<file path="config.mk">
export PLATFORM = sky130hd
export DESIGN_NAME = mem_readback_fsm
export DESIGN_NICKNAME = d
export VERILOG_FILES = /design/src/rtl/uart_proto_pkg.sv /design/src/rtl/mem_readback_fsm_word_serializer.sv /design/src/rtl/mem_readback_fsm.sv
export SDC_FILE = /design/constraint.sdc
export NUM_CORES = 1
export LEC_CHECK = 0
export ABC_CLOCK_PERIOD_IN_PS = 5000
export CORE_UTILIZATION = 31
export DETAILED_ROUTE_END_ITERATION = 12
export PLACE_DENSITY = 0.56
export SLEW_MARGIN = 20
export SYNTH_ARGS = -nofsm -noshare
export SYNTH_HDL_FRONTEND = slang
export SYNTH_SLANG_ARGS = --single-unit
</file>
<file path="constraint.sdc">
create_clock -name clk -period 5 [get_ports clk]
set_input_delay 1 -clock clk [delete_from_list [all_inputs] [get_ports clk]]
set_output_delay 1 -clock clk [all_outputs]
set_load 0.01 [all_outputs]
</file>
<file path="src/rtl/uart_proto_pkg.sv">
// Shared UART framing constants and the readback FSM state type.
// Imported by the memory readback FSM and any debug/LED logic that decodes its state.
package uart_proto_pkg;

  localparam int BYTE_WIDTH     = 8;
  localparam int DATA_WIDTH     = 32;
  localparam int BYTES_PER_WORD = 4;

  typedef enum logic [2:0] {
    RB_IDLE      = 3'd0,
    RB_SEND_CNT  = 3'd1,
    RB_WAIT_CNT  = 3'd2,
    RB_RD_REQ    = 3'd3,
    RB_RD_LATCH  = 3'd4,
    RB_SEND_BYTE = 3'd5,
    RB_WAIT_BYTE = 3'd6,
    RB_DONE      = 3'd7
  } readback_state_t;

endpackage

</file>
<file path="src/rtl/mem_readback_fsm_word_serializer.sv">
// Holds one memory word and presents it byte by byte, LSB first.
// The last flag marks the final byte of the word.
module word_serializer
  import uart_proto_pkg::*;
(
  input  logic                  clk,
  input  logic                  arst_n,
  input  logic                  i_load,
  input  logic                  i_advance,
  input  logic [DATA_WIDTH-1:0] i_data,
  output logic [BYTE_WIDTH-1:0] o_byte,
  output logic                  o_last
);

  logic [DATA_WIDTH-1:0] r_word;
  logic [1:0]            r_byte_idx;

  // Word and byte-index storage; a load always restarts at byte 0
  always_ff @(posedge clk or negedge arst_n) begin
    if (!arst_n) begin
      r_word     <= {DATA_WIDTH{1'b0}};
      r_byte_idx <= 2'd0;
    end else if (i_load) begin
      r_word     <= i_data;
      r_byte_idx <= 2'd0;
    end else if (i_advance) begin
      r_word     <= r_word;
      r_byte_idx <= r_byte_idx + 2'd1;
    end else begin
      r_word     <= r_word;
      r_byte_idx <= r_byte_idx;
    end
  end

  // Byte select from the stored word
  always_comb begin
    o_byte = {BYTE_WIDTH{1'b0}};
    case (r_byte_idx)
      2'd0:    o_byte = r_word[7:0];
      2'd1:    o_byte = r_word[15:8];
      2'd2:    o_byte = r_word[23:16];
      2'd3:    o_byte = r_word[31:24];
      default: o_byte = {BYTE_WIDTH{1'b0}};
    endcase
  end

  assign o_last = (r_byte_idx == 2'(BYTES_PER_WORD - 1));

endmodule

</file>
<file path="src/rtl/mem_readback_fsm.sv">
// Dumps N memory words to the UART TX as a count byte followed by each word LSB-first.
// Framing mirrors the UART program loader so a dump can be replayed into it.
module mem_readback_fsm #(
  parameter int DATA_WIDTH = 32,
  parameter int BYTE_WIDTH = 8,
  parameter int ADDR_WIDTH = 10
) (
  input  logic                  clk,
  input  logic                  arst_n,
  input  logic                  start,
  input  logic [BYTE_WIDTH-1:0] n_words,
  output logic                  rd_en,
  output logic [ADDR_WIDTH-1:0] rd_addr,
  input  logic [DATA_WIDTH-1:0] rd_data,
  output logic                  tx_start,
  output logic [BYTE_WIDTH-1:0] tx_data,
  input  logic                  tx_done,
  output logic                  busy,
  output logic                  done,
  output logic [2:0]            state
);

  import uart_proto_pkg::*;

  localparam logic [2:0] S_IDLE      = RB_IDLE;
  localparam logic [2:0] S_SEND_CNT  = RB_SEND_CNT;
  localparam logic [2:0] S_WAIT_CNT  = RB_WAIT_CNT;
  localparam logic [2:0] S_RD_REQ    = RB_RD_REQ;
  localparam logic [2:0] S_RD_LATCH  = RB_RD_LATCH;
  localparam logic [2:0] S_SEND_BYTE = RB_SEND_BYTE;
  localparam logic [2:0] S_WAIT_BYTE = RB_WAIT_BYTE;
  localparam logic [2:0] S_DONE      = RB_DONE;

  localparam logic [ADDR_WIDTH-1:0] ADDR_STEP = ADDR_WIDTH'(BYTES_PER_WORD);

  logic [2:0]            r_state;
  logic [2:0]            w_state_nxt;
  logic [BYTE_WIDTH-1:0] r_n;
  logic [BYTE_WIDTH-1:0] r_word_cnt;
  logic [ADDR_WIDTH-1:0] r_addr;

  logic                  w_accept;
  logic                  w_load;
  logic                  w_advance;
  logic                  w_last;
  logic                  w_last_word;
  logic                  w_next_word;
  logic [BYTE_WIDTH-1:0] w_ser_byte;

  assign w_accept    = start && ((r_state == S_IDLE) || (r_state == S_DONE));
  assign w_load      = (r_state == S_RD_LATCH);
  assign w_advance   = (r_state == S_WAIT_BYTE) && tx_done && !w_last;
  assign w_last_word = (r_word_cnt == (r_n - 8'd1));
  assign w_next_word = (r_state == S_WAIT_BYTE) && tx_done && w_last && !w_last_word;

  // Next-state selection
  always_comb begin
    w_state_nxt = r_state;
    case (r_state)
      S_IDLE:      w_state_nxt = w_accept ? S_SEND_CNT : S_IDLE;
      S_SEND_CNT:  w_state_nxt = S_WAIT_CNT;
      S_WAIT_CNT: begin
        if (!tx_done) begin
          w_state_nxt = S_WAIT_CNT;
        end else if (r_n == 8'd0) begin
          w_state_nxt = S_DONE;
        end else begin
          w_state_nxt = S_RD_REQ;
        end
      end
      S_RD_REQ:    w_state_nxt = S_RD_LATCH;
      S_RD_LATCH:  w_state_nxt = S_SEND_BYTE;
      S_SEND_BYTE: w_state_nxt = S_WAIT_BYTE;
      S_WAIT_BYTE: begin
        if (!tx_done) begin
          w_state_nxt = S_WAIT_BYTE;
        end else if (!w_last) begin
          w_state_nxt = S_SEND_BYTE;
        end else if (w_last_word) begin
          w_state_nxt = S_DONE;
        end else begin
          w_state_nxt = S_RD_REQ;
        end
      end
      S_DONE:      w_state_nxt = w_accept ? S_SEND_CNT : S_DONE;
      default:     w_state_nxt = S_IDLE;
    endcase
  end

  // State register
  always_ff @(posedge clk or negedge arst_n) begin
    if (!arst_n) begin
      r_state <= S_IDLE;
    end else begin
      r_state <= w_state_nxt;
    end
  end

  // Word count and read address; both restart at zero on every accepted start
  always_ff @(posedge clk or negedge arst_n) begin
    if (!arst_n) begin
      r_n        <= {BYTE_WIDTH{1'b0}};
      r_word_cnt <= {BYTE_WIDTH{1'b0}};
      r_addr     <= {ADDR_WIDTH{1'b0}};
    end else if (w_accept) begin
      r_n        <= n_words;
      r_word_cnt <= {BYTE_WIDTH{1'b0}};
      r_addr     <= {ADDR_WIDTH{1'b0}};
    end else if (w_next_word) begin
      r_n        <= r_n;
      r_word_cnt <= r_word_cnt + 8'd1;
      r_addr     <= r_addr + ADDR_STEP;
    end else begin
      r_n        <= r_n;
      r_word_cnt <= r_word_cnt;
      r_addr     <= r_addr;
    end
  end

  word_serializer u_word_serializer (
    .clk       (clk),
    .arst_n    (arst_n),
    .i_load    (w_load),
    .i_advance (w_advance),
    .i_data    (rd_data),
    .o_byte    (w_ser_byte),
    .o_last    (w_last)
  );

  // Outgoing byte: count byte in the count phase, word byte in the data phase
  always_comb begin
    tx_data = {BYTE_WIDTH{1'b0}};
    case (r_state)
      S_SEND_CNT, S_WAIT_CNT:   tx_data = r_n;
      S_SEND_BYTE, S_WAIT_BYTE: tx_data = w_ser_byte;
      default:                  tx_data = {BYTE_WIDTH{1'b0}};
    endcase
  end

  assign tx_start = (r_state == S_SEND_CNT) || (r_state == S_SEND_BYTE);
  assign rd_en    = (r_state == S_RD_REQ);
  assign rd_addr  = r_addr;
  assign busy     = (r_state != S_IDLE) && (r_state != S_DONE);
  assign done     = (r_state == S_DONE);
  assign state    = r_state;

endmodule

</file>
### Word-level counts from Yosys, hierarchy flattened

Cells that the tools add are included.

| word-level totals | value |
|---|---|
| input bits | 44 |
| word-level logic and storage cells | 56 |
| bits in registers | 63 |

| cells by class | value |
|---|---|
| eq/ne operators | 12 |
| add/sub/neg operators | 4 |
| reduce and logical (&&, ||, !) cells | 18 |
| multiplexer cells | 16 |

Operator list:

| operator | number |
|---|---|
| $pmux 8 s4 | 1 |
| $pmux 3 s8 | 1 |
| $mux 10 | 2 |
| $mux 3 | 6 |
| $mux 8 | 2 |
| $pmux 8 s2 | 1 |
| $eq 3x3->1 const B | 4 |
| $add 10x3->10 const B | 1 |
| $add 8x1->8 const B | 1 |
| $eq 8x8->1 | 1 |
| $logic_not 8->1 | 1 |
| $sub 8x1->8 const B | 1 |
| $eq 3x2->1 const B | 2 |
| $logic_and 1x1->1 | 6 |
| $eq 2x2->1 const B | 2 |
| $mux 2 | 2 |
| $reduce_bool 2->1 | 2 |
| $reduce_or 2->1 | 2 |
| $eq 3x1->1 const B | 1 |
| $logic_not 3->1 | 1 |
| $ne 3x3->1 const B | 1 |
| $reduce_bool 3->1 | 1 |
| $add 2x1->2 const B | 1 |
| $eq 2x1->1 const B | 1 |
| 4 further kinds | 6 |

### Depth between registers and ports, before layout

| depth | value |
|---|---|
| depth in word-level cells | 6 |
| depth in mapped cells | 10 |
| gate-level depth less buffers | 8 |

### Hierarchy

A second synthesis with hierarchy kept.

| unflattened totals | value |
|---|---|
| cells, all modules | 309 |
| area total of the unflattened synthesis | 3368.2 µm² |

Modules (own cells, without submodules):

| module | area each (µm²) | times used | sequential area each (µm²) | cells an instance |
|---|---|---|---|---|
| mem_readback_fsm | 1739.2 | 1 | 675.6 | 193 |
| word_serializer | 1629.1 | 1 | 850.8 | 116 |

### Least setup slack after synthesis

Ideal clock, no wire load.

| timing | value |
|---|---|
| path kind | reg2out |
| from | reg r_state[0] (netlist: state[0]) |
| to | out tx_data[0] |
| stages on the path, launching flop included | 6 |
| setup slack | 2.455 ns |
| buffers on the path | 1 |
| data required time | 4.000 ns |
| data arrival time | 1.545 ns |
| cells stage by stage | dfrtp_1 -> clkbuf_1 -> nor2b_1 -> nor2_1 -> nor2_1 -> a22o_1 |

| on the way | value |
|---|---|
| word-level cells in the longest chain between the ends | 3 |

RTL lines:

| what | line | source |
|---|---|---|
| start: declaration | mem_readback_fsm.sv:36 | `logic [2:0] r_state;` |
| start signal: assignment | mem_readback_fsm.sv:95 | `r_state <= w_state_nxt;` |
| $eq 3x3->1 (tied with other cells) | mem_readback_fsm.sv:133 | `case (r_state)` |
| $reduce_or 2->1 | mem_readback_fsm.sv:133 |  |
| $pmux 8 s2 (*) | mem_readback_fsm.sv:133 |  |
| end: declaration | mem_readback_fsm.sv:16 | `output logic [BYTE_WIDTH-1:0] tx_data,` |

Mark *: on every way between the ends. The rest lies on a longest branch, timed or not.

### Worst setup path after layout

| timing | value |
|---|---|
| from | reg u_word_serializer.r_byte_idx[0] |
| to | out tx_data[1] |

| on the way | value |
|---|---|
| word-level cells in the longest chain between the ends | 3 |

RTL lines:

| what | line | source |
|---|---|---|
| start: declaration | mem_readback_fsm_word_serializer.sv:16 | `logic [1:0] r_byte_idx;` |
| start signal: assignment | mem_readback_fsm_word_serializer.sv:28 | `r_byte_idx <= r_byte_idx + 2'd1;` |
| start signal: assignment | mem_readback_fsm_word_serializer.sv:31 | `r_byte_idx <= r_byte_idx;` |
| $eq 2x2->1 (tied with other cells) | mem_readback_fsm_word_serializer.sv:38 | `case (r_byte_idx)` |
| $pmux 8 s4 (*) | mem_readback_fsm_word_serializer.sv:38 |  |
| $pmux 8 s2 (*) | mem_readback_fsm.sv:133 |  |

Marked as above.

==> run summary <==
Syn avg cell area = 10.4 sq um
Wire per inst = 15.2 um
Skew final = 0.00796 ns
Post-synth EDFFs = 0
Fillers = 1,031
DR DRC count = 0
Async set-reset flop share out of synthesis = 100%
Die Wd = 105 um
Clk slew on worst S/H paths = 0.06 ns
Initial antenna violation count = 0
Maximum VDD drop = 0.223 mV
Num ports = 69
Post-synth top area cell = dfrtp_1
Synthesis Warnings = 0
Tmin final = 3.53 ns
Fin nets = 429
GRT Total Usage = 15.5%
Crit-path max FO = 16
First-pass GRT wire length = 13,400 um
Clock root buffer master = clkbuf_8
Lkg Pwr = 1.69 nW
Top post-synthesis cells by area = dfrtp_1 (46%), mux2_2 (11%), nand2_1 (5.4%), ha_1 (2.7%), a222oi_1 (2.4%)
Count leader, synth = dfrtp_1
Compound-gate portion of the synthesized area = 12.9%
Ratio of cells with drive above 1 in the final layout = 15.7%
R2R depth = 8
Worst slew pin tran = 0.943 ns
CP required = 4.00 ns
CTS tree = yes
CP arrival = 2.53 ns
CP Capture Type = output port
Pin count of the biggest net entering global routing = 38
Crit path kind = register to output port
Antenna viol nets, final = 0
Ys flop type = dfrtp_1
Num CTS Buffers = 9
Setup violators final = 0
Worst Setup Start Kind = register
Outcome = completed
Hold-fix buffers, CTS = 0
Most instantiated cells after synthesis = dfrtp_1 (61), nand2_1 (47), mux2_2 (32), o21ai_0 (16), nor2_1 (11)
Pwr/cell area = 548 mW/mm^2
Final Max Tran Viols = 0
Syn-to-layout area delta = 28.6%
Storage cell area = 0.00153 sq mm
Maximum clock frequency = 283 MHz
Via-per-instance ratio = 4.95
Depth of the CTS H-tree = 3
WL final = 7890 um
Synth Area in XOR/XNOR = 2.66%
Final period utilization = 70.6%
Synth Instances = 317
Yosys top cell area share = 46.4%
Max-Cap Viols = 0
Vias = 2,571
Post-Route Utilization = 41.0%
RSZ-0062 raised after global routing = false
Slew Limit Headroom = 36.9%
Rows = 37
Distinct cells, synth = 44
Hold Violations, Final = 0
Antenna Diode Count = 0
Hold path depth = 1
CTS Sinks = 61
Remaining global-route overflow = 0
GPL Wtd Cong = 0.764
Post_cts resized = 0
Total power = 2.32 mW
Longest Clk Path Bufs = 2
Mux cell area share after synthesis = 13.1%
Seq/Total Area, Yosys = 46.4%
Adder-Cell Fraction of Synth Area = 2.66%
Initial drt markers = 160
Core area = 0.0103 sq mm
Postcts setup bufs = 0
DIE AREA = 0.0110 sq mm
Setup_tns = 0 ns
Clk Latency, worst-skew pair = 0.34 ns
Dpl hpwl = 5730 um
Area occupied by multi-input gates = 0.00164 sq mm
Pre-Repair DR Iteration Count = 4
Mapped cell area = 0.00329 sq mm
Combinational family with the most area after synthesis = simple AND/OR/NAND/NOR gates
Synth Area in Simple Gates = 17.9%
Yosys reg bits = 61
Vias in the first global route = 2,626
Height of the die = 105 um
I/O Buffers = 66
Starting Density = 31.9%
Worst Hold Class = register to register
-- cell families (layout without fill, tap and decap cells) --
logic type,count (synthesis),in the layout
other,1,2
adder cells (fa/ha/maj),7,7
multiplexers,39,39
AND/OR/NAND/NOR,111,111
flip-flops,61,61
buffers and inverters,28,93
AO/OA/AOI/OAI,60,60
XOR/XNOR,10,10
-- worst paths after layout --
check	startpoint	endpoint	slack [ns]
max reg2reg	r_n[0]	r_word_cnt[1]	2.25
max in group asynchronous	arst_n	u_word_serializer.r_byte_idx[1]	3.44
max	u_word_serializer.r_byte_idx[0]	tx_data[1]	1.47
min reg2reg	u_word_serializer.r_word[17]	u_word_serializer.r_word[17]	0.51
min in group asynchronous	arst_n	rd_addr[7]	0.66
min	u_word_serializer.r_word[17]	u_word_serializer.r_word[17]	0.51
-- cell type report --
type	instances	share of cell area (%)
clock buffer	12	3.43
clock inverter	4	1.12
inverter	8	0.709
multi-input combinational	229	38.7
sequential	61	36.1
tap	136	4.02
timing repair buffer	69	16.0
-- flip-flops by register name, indices dropped and copies added, names as in the netlist --
signal                        cells
rd_addr                           8
r_word_cnt                        8
u_word_serializer.r_word         32
u_word_serializer.r_byte_idx      2
state                             3
r_n                               8
-- metal layers --
layer  vias up  routed length [um]  track usage (%)
met2        63                3740             25.1
li1       1267                   -                -
met4         0                  17             4.23
met1      1239                3780             20.5
met5         -                   0                0
met3         2                 352             4.18
-- critical path, stage by stage (launching register included) --
cell and delay [ns]:
dfrtp_1 0.42, ha_1 0.44, a222oi_1 0.46, o21ai_0 0.15
a22o_1 0.24, clkdlybuf4s50_1 0.47
-- metrics by stage --
stage	area, sq um	hold slack, ns	instances	setup WS (ns)
floorplan	3300	0.480	318	2.45
global placement	4040	0.491	503	1.80
detailed placement	4040	0.497	503	1.79
CTS	4230	0.512	519	1.42
global route	4230	0.529	519	1.28
finish	4230	0.513	519	1.47
-- where the power goes --
part / internal, mW / switching, mW / total [mW]
clock: 0.243 / 0.194 / 0.436
combinational: 0.535 / 0.487 / 1.02
sequential: 0.681 / 0.182 / 0.863
-- cell usage in the layout (no fill, tap or decap), types with 2 or more instances in the layout --
cell type,Yosys,routed
a21oi_1,8,8
a222oi_1,8,8
a22o_1,8,8
and2_1,7,7
and3_1,2,2
buf_4,2,3
clkbuf_1,8,2
clkbuf_8,0,10
clkdlybuf4s50_1,0,65
clkinv_2,0,2
conb_1,1,2
dfrtp_1,61,61
ha_1,7,7
inv_1,8,8
mux2_2,32,32
mux2i_1,7,7
nand2_1,47,47
nand2b_1,2,2
nand3_1,7,7
nand4_1,6,6
nor2_1,11,11
nor2b_1,4,4
nor3_1,7,6
nor4b_2,2,2
o211ai_1,3,3
o21ai_0,16,16
o21ai_1,7,6
o31ai_1,2,2
or3_1,9,9
or4_1,3,3
xnor2_1,7,7
xor2_1,3,3
No activity file was read; power rests on OpenSTA's default activity.
